**config.mk**
```make
export PLATFORM = sky130hd
export DESIGN_NAME = cache_bus1_frontend
export DESIGN_NICKNAME = d
export VERILOG_FILES = /design/src/rtl/bus1_pkg.sv /design/src/rtl/bus1_stats.sv /design/src/rtl/cache_bus1_frontend.sv
export SDC_FILE = /design/constraint.sdc
export NUM_CORES = 1
export LEC_CHECK = 0
export BUFFER_PORTS_ARGS = -buffer_cell sky130_fd_sc_hd__buf_2
export CORE_MARGIN = 2
export CORE_UTILIZATION = 42
export DETAILED_ROUTE_END_ITERATION = 16
export PLACE_DENSITY = 0.77
export SYNTH_ARGS = -nofsm -noshare
export SYNTH_HDL_FRONTEND = slang
export SYNTH_SLANG_ARGS = --single-unit
```
**constraint.sdc**
```tcl
create_clock -name clk -period 2.67 [get_ports clk]
set_input_delay 0.267 -clock clk [delete_from_list [all_inputs] [get_ports clk]]
set_output_delay 0.267 -clock clk [all_outputs]
set_load 0.01 [all_outputs]
```
**src/rtl/bus1_pkg.sv**
```systemverilog
// Shared bus-1 definitions: command codes, bus widths and the frontend
// state type. Reused by the frontend, CPU model and cache model.
package bus1_pkg;

  localparam int unsigned BUS1_CMD_W   = 3;
  localparam int unsigned BUS1_ADDR_W  = 15;
  localparam int unsigned BUS1_OFF_W   = 4;
  localparam int unsigned BUS1_DATA_W  = 16;
  localparam int unsigned CORE_DATA_W  = 32;

  typedef enum logic [2:0] {
    CMD_NOP     = 3'd0,
    CMD_READ8   = 3'd1,
    CMD_READ16  = 3'd2,
    CMD_READ32  = 3'd3,
    CMD_INVAL   = 3'd4,
    CMD_WRITE8  = 3'd5,
    CMD_WRITE16 = 3'd6,
    CMD_WRITE32 = 3'd7
  } bus1_cmd_e;

  // RESPONSE shares code 7 with WRITE32; the driving side tells them apart.
  localparam logic [2:0] CMD_RESPONSE = 3'd7;

  typedef enum logic [2:0] {
    ST_IDLE,
    ST_ADDR2,
    ST_REQ,
    ST_WAIT_RESP,
    ST_RESP1,
    ST_RESP2,
    ST_TURN
  } bus1_state_e;

  function automatic logic bus1_is_read(input logic [2:0] cmd);
    return (cmd == CMD_READ8) || (cmd == CMD_READ16) || (cmd == CMD_READ32);
  endfunction

endpackage

```
**src/rtl/bus1_stats.sv**
```systemverilog
// Bus-1 frontend statistics: accepted-request and stall-cycle counters.
// Both wrap naturally at 2^32.
module bus1_stats
  import bus1_pkg::*;
(
  input  logic        clk,
  input  logic        rst,
  input  logic        i_req_fire,
  input  logic        i_stall,
  output logic [31:0] o_req_cnt,
  output logic [31:0] o_stall_cnt
);

  logic [31:0] r_req_cnt;
  logic [31:0] r_stall_cnt;

  // Count accepted requests and cycles spent waiting on the core
  always_ff @(posedge clk or posedge rst) begin
    if (rst) begin
      r_req_cnt   <= '0;
      r_stall_cnt <= '0;
    end else begin
      if (i_req_fire) r_req_cnt   <= r_req_cnt + 32'd1;
      if (i_stall)    r_stall_cnt <= r_stall_cnt + 32'd1;
    end
  end

  assign o_req_cnt   = r_req_cnt;
  assign o_stall_cnt = r_stall_cnt;

endmodule

```
**src/rtl/cache_bus1_frontend.sv**
```systemverilog
// Bus-1 to cache-core frontend: decodes the two-cycle CPU bus protocol into
// a single core request and returns the response over the shared bus.
// Optional statistics counters: define BUS1_FRONTEND_STATS_EN.
module cache_bus1_frontend
  import bus1_pkg::*;
#(
  parameter int unsigned ADDR1_W  = BUS1_ADDR_W,
  parameter int unsigned OFFSET_W = BUS1_OFF_W,
  parameter int unsigned DATA1_W  = BUS1_DATA_W
) (
  input  logic                clk,
  input  logic                reset,
  input  logic [2:0]          c1_in,
  output logic [2:0]          c1_out,
  output logic                c1_oe,
  input  logic [ADDR1_W-1:0]  a1_in,
  input  logic [DATA1_W-1:0]  d1_in,
  output logic [DATA1_W-1:0]  d1_out,
  output logic                d1_oe,
  output logic                req_valid,
  input  logic                req_ready,
  output logic [2:0]          req_cmd,
  output logic [ADDR1_W-1:0]  req_tagset,
  output logic [OFFSET_W-1:0] req_offset,
  output logic [31:0]         req_wdata,
  input  logic                resp_valid,
  input  logic [31:0]         resp_rdata,
  output logic                proto_err,
  output logic [31:0]         stat_req_cnt,
  output logic [31:0]         stat_stall_cnt
);

  bus1_state_e         r_state;
  bus1_state_e         w_next;
  logic [2:0]          r_cmd;
  logic [ADDR1_W-1:0]  r_tagset;
  logic [OFFSET_W-1:0] r_offset;
  logic [31:0]         r_wdata;
  logic [31:0]         r_rdata;
  logic                r_proto_err;
  logic [15:0]         w_d1_lo;
  logic [15:0]         w_resp_lo;

  assign w_d1_lo = 16'(d1_in);

  // State register
  always_ff @(posedge clk or posedge reset) begin
    if (reset) r_state <= ST_IDLE;
    else       r_state <= w_next;
  end

  // Next-state decode
  always_comb begin
    w_next = r_state;
    unique case (r_state)
      ST_IDLE: begin
        if (c1_in == CMD_INVAL)     w_next = ST_REQ;
        else if (c1_in != CMD_NOP)  w_next = ST_ADDR2;
      end
      ST_ADDR2:     w_next = ST_REQ;
      ST_REQ:       if (req_ready)  w_next = ST_WAIT_RESP;
      ST_WAIT_RESP: if (resp_valid) w_next = ST_RESP1;
      ST_RESP1:     w_next = (r_cmd == CMD_READ32) ? ST_RESP2 : ST_TURN;
      ST_RESP2:     w_next = ST_TURN;
      ST_TURN:      w_next = ST_IDLE;
      default:      w_next = ST_IDLE;
    endcase
  end

  // Request field capture, response capture and sticky protocol error
  always_ff @(posedge clk or posedge reset) begin
    if (reset) begin
      r_cmd       <= '0;
      r_tagset    <= '0;
      r_offset    <= '0;
      r_wdata     <= '0;
      r_rdata     <= '0;
      r_proto_err <= 1'b0;
    end else begin
      if (resp_valid && (r_state != ST_WAIT_RESP)) r_proto_err <= 1'b1;
      unique case (r_state)
        ST_IDLE: begin
          if (c1_in != CMD_NOP) begin
            r_cmd    <= c1_in;
            r_tagset <= a1_in;
            r_wdata  <= {16'h0000, w_d1_lo};
            if (c1_in == CMD_INVAL) r_offset <= '0;
          end
        end
        ST_ADDR2: begin
          r_offset <= a1_in[OFFSET_W-1:0];
          if (r_cmd == CMD_WRITE32)     r_wdata[31:16] <= w_d1_lo;
          else if (r_cmd == CMD_WRITE8) r_wdata        <= {24'h000000, r_wdata[7:0]};
        end
        ST_WAIT_RESP: begin
          if (resp_valid) r_rdata <= resp_rdata;
        end
        default: ;
      endcase
    end
  end

  assign w_resp_lo = (r_cmd == CMD_READ8) ? {8'h00, r_rdata[7:0]} : r_rdata[15:0];

  // Bus and request outputs decoded from the current state
  always_comb begin
    c1_oe     = 1'b0;
    c1_out    = CMD_NOP;
    d1_oe     = 1'b0;
    d1_out    = '0;
    req_valid = 1'b0;
    unique case (r_state)
      ST_REQ: req_valid = 1'b1;
      ST_RESP1: begin
        c1_oe  = 1'b1;
        c1_out = CMD_RESPONSE;
        if (bus1_is_read(r_cmd)) begin
          d1_oe  = 1'b1;
          d1_out = DATA1_W'(w_resp_lo);
        end
      end
      ST_RESP2: begin
        c1_oe  = 1'b1;
        c1_out = CMD_RESPONSE;
        d1_oe  = 1'b1;
        d1_out = DATA1_W'(r_rdata[31:16]);
      end
      default: ;
    endcase
  end

  assign req_cmd    = r_cmd;
  assign req_tagset = r_tagset;
  assign req_offset = r_offset;
  assign req_wdata  = r_wdata;
  assign proto_err  = r_proto_err;

`ifdef BUS1_FRONTEND_STATS_EN
  logic w_req_fire;
  logic w_stall;

  assign w_req_fire = (r_state == ST_REQ) && req_ready;
  assign w_stall    = ((r_state == ST_REQ) && !req_ready) ||
                      ((r_state == ST_WAIT_RESP) && !resp_valid);

  bus1_stats u_stats (
    .clk         (clk),
    .rst         (reset),
    .i_req_fire  (w_req_fire),
    .i_stall     (w_stall),
    .o_req_cnt   (stat_req_cnt),
    .o_stall_cnt (stat_stall_cnt)
  );
`else
  assign stat_req_cnt   = '0;
  assign stat_stall_cnt = '0;
`endif

endmodule

```
==> results of run 1 <==
-- cell usage in the layout, fill, tap and decap left out, drive strengths merged, types with 2 or more instances in the layout --
cell type	Yosys	layout
nor2	6	6
buf	85	153
dfrtp	90	90
nand2b	2	2
a22o	20	20
and2	3	3
o21ai	8	8
nor3	2	2
a32o	17	17
conb	1	64
clkinv	0	2
clkbuf	6	12
nand3b	2	2
nand2	86	86
mux2	32	32
a21oi	3	3
nand3	10	10
bufinv	0	2
-- through the flow --
step | util | cells
6_report | 0.512 | 664
5_1_grt | 0.512 | 664
4_1_cts | 0.512 | 664
3_5_place_dp | 0.490 | 648
3_3_place_gp | 0.490 | 648
2_1_floorplan | - | 453
-- worst reg2reg max path, delay by kind of cell, from the launching register on --
kind             cells  cell delay [ns]
DFF                  1             0.62
muxes                1             0.67
and+or+nand+nor      1             0.94
-- metal layers --
layer | global-route usage | wire length [um]
met5 | 0 | 0
met2 | 0.274 | 4390
met1 | 0.203 | 3860
met3 | 0.0574 | 848
met4 | 0.0552 | 114
-- power by group --
group | switching (mW) | internal, mW
Combinational | 1.14 | 0.864
Sequential | 0.394 | 1.97
Clock | 0.467 | 0.531
Total | 2.00 | 3.36
-- state kept, by name, summed over array words and instances (netlist names) --
| register | cells |
|---|---|
| r_rdata | 32 |
| req_wdata | 32 |
| req_tagset | 15 |
| req_offset | 4 |
| r_state | 3 |
| req_cmd | 3 |
| proto_err | 1 |
-- synth_stat cells, types with 2 or more instances --
cell type,count,area share
a21oi_1,3,0.0035
a22o_1,20,0.041
a32o_1,17,0.040
and2_1,3,0.0044
buf_2,14,0.016
buf_4,68,0.12
buf_6,3,0.0079
clkbuf_1,6,0.0053
dfrtp_1,90,0.53
mux2_1,32,0.085
nand2_1,86,0.076
nand2b_1,2,0.0029
nand3_1,10,0.012
nand3b_1,2,0.0035
nor2_1,5,0.0044
o21ai_1,8,0.0094
-- path summary, 6_finish.rpt --
| path | from | end | cells after the start |
|---|---|---|---|
| worst max-delay path | r_state[0] | r_rdata[23] | 2 |
| worst min-delay path | reset | r_rdata[1] | 3 |
| worst max register to register | r_state[0] | r_rdata[23] | 2 |
| worst min register to register | proto_err | proto_err | 1 |
| max in group asynchronous | reset | req_tagset[12] | 3 |
| min in group clk | a1_in[4] | req_tagset[4] | 3 |
-- area by class of cell --
type                            instances  area [um2]  share of cell area
Inverter                                2        8.76             0.00174
Clock inverter                          4        76.3              0.0152
Multi-Input combinational cell        270        1600               0.319
Sequential cell                        90        2250               0.448
Clock buffer                           12         135              0.0269
Timing Repair Buffer                  153         783               0.156
Tap cell                              133         166              0.0331
-- logic make-up after synthesis --
group | count (synthesis) | share of synthesized area
muxes | 33 | 0.0870
buffers and inverters | 93 | 0.151
and+or+nand+nor | 121 | 0.131
DFF | 90 | 0.529
other | 1 | 0.000880
AOI/OAI and AO/OA | 52 | 0.101
==> metrics, run 1 <==
status completed; largest net degree at the start of global routing 50; antenna violations before repair 0; Post-DRT Antenna Nets 0; Initial DRT Pass Iterations 4; Tmin final 2.34 ns; post_cts resized 0; Power, Total 5.36 mW; post-route cell area 5020 um2; layout cells sized above 1 0.328; vias in the first global route 2,991; global-route wire length before repair 14,500 um; Worst setup SP type register; Power Dens Cells 1070 nW/um2; WL/cell 13.9 um; DRT Wirelength 9220 um; number of diodes 0; H-tree Lvls 3; DP Area 4810 um2; Buf+Inv Stages, Crit Path 0; I/O Buffers 146; CTS Buf Count 9; relative slew slack 0.275; setup_tns 0 ns; r2r setup slk 0.33 ns; Mapped Avg Cell Area 10.9 um2; Sink Count 90; Syn Inst Count 390; arrival time worst endpoint 2.56 ns; Worst Skew 0.0133 ns; Seq/Total Area, Yosys 0.529; total global routing overflow 0; Post-synth ARST share 1.00; crit-path max FO 33; via count 3,135; Lkg Pwr 2.72 nW; delay-heaviest family, CP simple AND/OR/NAND/NOR gates; Syn-to-layout area delta 17.9%; nets@finish 596; distinct cell type count of the synthesized netlist 37; fmax 428 MHz; WHS 0.0424 ns; clk_lat worst skew 0.35 ns; Max clock buf depth 2; CP max-delay cell nand4b_2; starting density of the core 0.434; drt initial violations 137; pre-CTS setup slack 0.325 ns; DRC 0; Setup WS post-layout 0.331 ns; Worst IR Drop VDD 0.416 mV; CTS hold repair buffers 0; CP peak stage delay 0.94 ns; Slew Limit Fails 0; RSZ-0062 raised after global routing false; IO Pins 211; Synth Cell Area 4260 um2; root buffer cell clkbuf_8; DP Wirelength 6840 um; kind of critical path reg -> reg; Final Hold Viols 0; CP endpoint kind register; FILL cells 900; Row Count 36; number of synthesized flops with an enable pin 0; area of the die 11,000 um2; synthesized flop and latch total 90; Total GRT Usage 0.166; Least-Margin Pin Slew 1.08 ns; Worst Hold Class in -> async; Yosys Warn Count 0; CTS tree built; Via density 4.72; Placer Congestion 0.745; chip width 105 um; final worst-path cycle share 0.876; clock slew at reported path FFs 0.08 ns; setup violators final 0; core area 9820 um2; top_reg_cell synth dfrtp_1; maxcap violations 0; Req. time, crit path 2.90 ns; crit path cell chain nand4b_2 > mux2_1; Die Y 105 um; Post-CTS Setup Bufs 0
Power figures use the tool's default switching activity.
==> run 2: changes to the inputs <==
--- a/config.mk
+++ b/config.mk
@@ -5,11 +5,13 @@
 export SDC_FILE = /design/constraint.sdc
 export NUM_CORES = 1
 export LEC_CHECK = 0
-export BUFFER_PORTS_ARGS = -buffer_cell sky130_fd_sc_hd__buf_2
+export BUFFER_PORTS_ARGS = -buffer_cell sky130_fd_sc_hd__clkbuf_2
 export CORE_MARGIN = 2
 export CORE_UTILIZATION = 42
+export CTS_CLUSTER_SIZE = 28
 export DETAILED_ROUTE_END_ITERATION = 16
 export PLACE_DENSITY = 0.77
 export SYNTH_ARGS = -nofsm -noshare
 export SYNTH_HDL_FRONTEND = slang
 export SYNTH_SLANG_ARGS = --single-unit
+export TNS_END_PERCENT = 50
==> metrics, run 2 (synthesized netlist as in run 1, its figures left out) <==
status completed; clk_lat worst skew 0.36 ns; Syn-to-layout area delta 19.0%; Hold Path End req_tagset[8]; IO Pins 211; Hold Crit Start a1_in[8]; Post-DRT Antenna Nets 0; CP max-delay cell nand4b_2; crit-path max FO 33; largest net degree at the start of global routing 91; Power Dens Cells 1080 nW/um2; RSZ-0062 raised after global routing false; starting density of the core 0.434; antenna violations before repair 0; Die Y 105 um; core area 9820 um2; Lkg Pwr 2.71 nW; Sink Count 90; setup violators final 0; number of diodes 0; fmax 426 MHz; global-route wire length before repair 14,500 um; maxcap violations 0; FILL cells 930; Via density 4.70; clock slew at reported path FFs 0.09 ns; Buf+Inv Stages, Crit Path 0; Power, Total 5.47 mW; Total GRT Usage 0.165; DRC 0; nets@finish 596; Slew Limit Fails 0; Final Hold Viols 0; Worst setup SP type register; setup_tns 0 ns; kind of critical path reg -> reg; final worst-path cycle share 0.880; Worst R2R Start r_state[0]; Tmin final 2.35 ns; CTS tree built; delay-heaviest family, CP simple AND/OR/NAND/NOR gates; CTS hold repair buffers 1; via count 3,121; CTS Buf Count 9; Placer Congestion 0.737; Initial DRT Pass Iterations 4; relative slew slack 0.278; drt initial violations 127; post-route insts no fill 664; area of the die 11,000 um2; Max clock buf depth 2; post_cts resized 0; Post-CTS Setup Bufs 0; Worst Hold Class in -> reg; r2r worst-path depth 2; placed instance count 647; worst reg2reg endpoint r_rdata[18]; layout cells sized above 1 0.331; arrival time worst endpoint 2.58 ns; H-tree Lvls 3; CP endpoint kind register; r2r setup slk 0.32 ns; most common cell after layout, fill and taps aside clkbuf_2; vias in the first global route 2,934; Row Count 36; crit path cell chain nand4b_2 > mux2_1; root buffer cell clkbuf_8; DP Wirelength 6580 um; WL/cell 13.8 um; CP peak stage delay 0.94 ns; chip width 105 um; DRT Wirelength 9160 um; Req. time, crit path 2.91 ns; Worst Skew 0.0101 ns; Hold Path Depth 3; total global routing overflow 0; I/O Buffers 146; Worst IR Drop VDD 0.494 mV; Least-Margin Pin Slew 1.08 ns; commonest cells after routing, fill and taps aside clkbuf_2 (146), dfrtp_1 (90), nand2_1 (86)
==> run 2: tightest hold or removal path, stage by stage <==
cell and delay [ns]:
clkbuf_2 0.08, nand2_1 0.04, nand2_1 0.04
==> run 2: how the worst max path moves through the flow <==
stage,start,to,slack (ns),depth (start not counted)
2_1_floorplan,reset,proto_err,0.07,1
3_3_place_gp,r_state[1],r_rdata[20],0.41,2
3_5_place_dp,r_state[0],r_rdata[22],0.32,2
4_1_cts,r_state[0],r_rdata[22],0.30,2
5_1_grt,r_state[1],r_rdata[18],0.12,2
6_report,r_state[0],r_rdata[18],0.32,2
==> run 2: power by group <==
part	internal [mW]	total (mW)	switching [mW]
sequential	1.97	2.37	0.405
clock	0.620	1.10	0.483
combinational	0.859	1.99	1.13
total	3.45	5.47	2.02
==> run 2: metrics by stage <==
step	instance area, um2	hold WS (ns)	util	setup WS [ns]
after CTS	5070	0.0823	0.516	0.303
after floorplan	4500	0.372	-	0.0677
after global routing	5070	0.0996	0.516	0.121
after detailed placement	4820	0.395	0.491	0.319
after global placement	4820	0.390	0.491	0.412
final	5070	0.105	0.516	0.322
==> run 2: area by class of cell <==
type | count | area, um2 | share of cell area
clock inverter | 7 | 118 | 0.0232
timing repair buffer | 153 | 798 | 0.157
inverter | 2 | 8.76 | 0.00173
clock buffer | 9 | 124 | 0.0244
multi-input combinational | 270 | 1600 | 0.316
sequential | 90 | 2250 | 0.444
tap | 133 | 166 | 0.0328
==> run 2: per-layer routing <==
layer,global-route usage,vias to the layer above,share of wire
met2,0.261,147,0.47
met4,0.0533,0,0.0094
met3,0.0636,7,0.095
li1,-,1465,-
met5,0,-,0
met1,0.208,1502,0.43
==> run 3: changes to the inputs <==
--- a/config.mk
+++ b/config.mk
@@ -10,7 +10,7 @@
 export CORE_UTILIZATION = 42
 export CTS_CLUSTER_SIZE = 28
 export DETAILED_ROUTE_END_ITERATION = 16
-export PLACE_DENSITY = 0.77
+export PLACE_DENSITY = 0.79
 export SYNTH_ARGS = -nofsm -noshare
 export SYNTH_HDL_FRONTEND = slang
 export SYNTH_SLANG_ARGS = --single-unit
==> metrics, run 3 (synthesized netlist as in run 1, its figures left out) <==
DRT Wirelength 9330 um; DRC 0; nets@finish 594; delay-heaviest family, CP simple AND/OR/NAND/NOR gates; Power, Total 5.37 mW; fmax 430 MHz; Worst IR Drop VDD 0.485 mV; number of diodes 0; relative slew slack 0.294; Via density 4.70; IO Pins 211; antenna violations before repair 0; Setup WS post-layout 0.343 ns; kind of critical path reg -> out; Req. time, crit path 2.40 ns; Worst setup SP type register; global-route wire length before repair 15,100 um; Placer Congestion 0.803; clk_lat worst skew 0.34 ns; maxcap violations 0; worst reg2reg endpoint r_rdata[16]; DP Wirelength 6830 um; via count 3,111; CTS hold repair buffers 0; CTS tree built; CP endpoint kind output port; Sink Count 90; vias in the first global route 3,111; Stages on worst setup path 5; clock slew at reported path FFs 0.08 ns; H-tree Lvls 3; CP max-delay cell dfrtp_1; arrival time worst endpoint 2.06 ns; Syn-to-layout area delta 18.0%; drt initial violations 114; layout cells sized above 1 0.329; Buf+Inv Stages, Crit Path 1; Tmin final 2.33 ns; Worst Skew 0.00752 ns; final worst-path cycle share 0.872; Final Hold Viols 0; Post-DRT Antenna Nets 0; crit path cell chain nor4b_2 > and2_1 > a22oi_1 > nor2_1 > clkbuf_2; core area 9820 um2; status completed; Total GRT Usage 0.171; commonest cells after routing, fill and taps aside clkbuf_2 (146), dfrtp_1 (90), nand2_1 (86); Least-Margin Pin Slew 1.06 ns; r2r worst-path depth 2; Slew Limit Fails 0; Critical path origin r_state[0]; area of the die 11,000 um2; r2r setup slk 0.35 ns; Power Dens Cells 1070 nW/um2; I/O Buffers 146; Worst R2R Start r_state[0]; most common cell after layout, fill and taps aside clkbuf_2; Max clock buf depth 2; root buffer cell clkbuf_8; Die Y 105 um; CP peak stage delay 0.54 ns; Row Count 36; setup_tns 0 ns; WL/cell 14.1 um; Lkg Pwr 2.70 nW; largest net degree at the start of global routing 49; Worst Hold Class in -> async; setup violators final 0; chip width 105 um; post-layout util 0.512; pre-CTS setup slack 0.321 ns; total global routing overflow 0; crit-path max FO 13; RSZ-0062 raised after global routing false; starting density of the core 0.434; CTS Buf Count 9; Initial DRT Pass Iterations 4
run 3: cell types whose count changed in the layout (fill, tap and decap cells not counted), sizes merged:
| cell | before | now |
|---|---|---|
| buf | 6 | 5 |
| clkinvlp | 3 | 0 |
| dlygate4sd3 | 1 | 0 |
| clkinv | 2 | 1 |
| clkbuf | 155 | 161 |
| bufinv | 3 | 1 |
run 3: how the worst max path moves through the flow:
stage	end	slack (ns)
final	d1_out[11]	0.34
after global routing	r_rdata[26]	0.17
after floorplan	proto_err	0.07
after CTS	d1_out[3]	0.13
after detailed placement	r_rdata[16]	0.32
after global placement	r_rdata[21]	0.42
run 3: worst reg2reg max path: cells and delay by family, from the launching register on:
family,cells,cell delay [ns]
muxes,1,0.67
and+or+nand+nor,1,0.92
DFF,1,0.62
run 3: layout make-up:
type,count,area (um2)
Fill cell,913,4790
Sequential cell,90,2250
Multi-Input combinational cell,270,1600
Timing Repair Buffer,151,781
Clock buffer,15,186
Tap cell,133,166
Clock inverter,1,30.0
Inverter,2,8.76
run 3: power by group:
part	leakage, nW	internal [mW]	switching, mW
combinational	1.48	0.857	1.17
clock	0.110	0.537	0.442
sequential	1.12	1.97	0.404
total	2.70	3.36	2.01
run 3: metal layers:
layer  GRT usage  routed length, um
met2       0.279               4370
met1       0.210               3860
met4      0.0562                 95
met5           0                  0
met3      0.0649                997
run 3: what timing repair did:
item | CTS | global route
buffers inserted | 0 | 0
endpoints found under the setup margin | 0 | 6
hold endpoints to repair | 0 | 0
gates resized for setup | 0 | 1
run 3: per-stage QoR:
stage | cell area, um2 | instances | hold slack (ns)
finish | 5030 | 662 | 0.0324
global route | 5030 | 662 | 0.0956
CTS | 5030 | 662 | 0.0549
detailed placement | 4810 | 646 | 0.444
global placement | 4810 | 646 | 0.428
floorplan | 4500 | 453 | 0.372
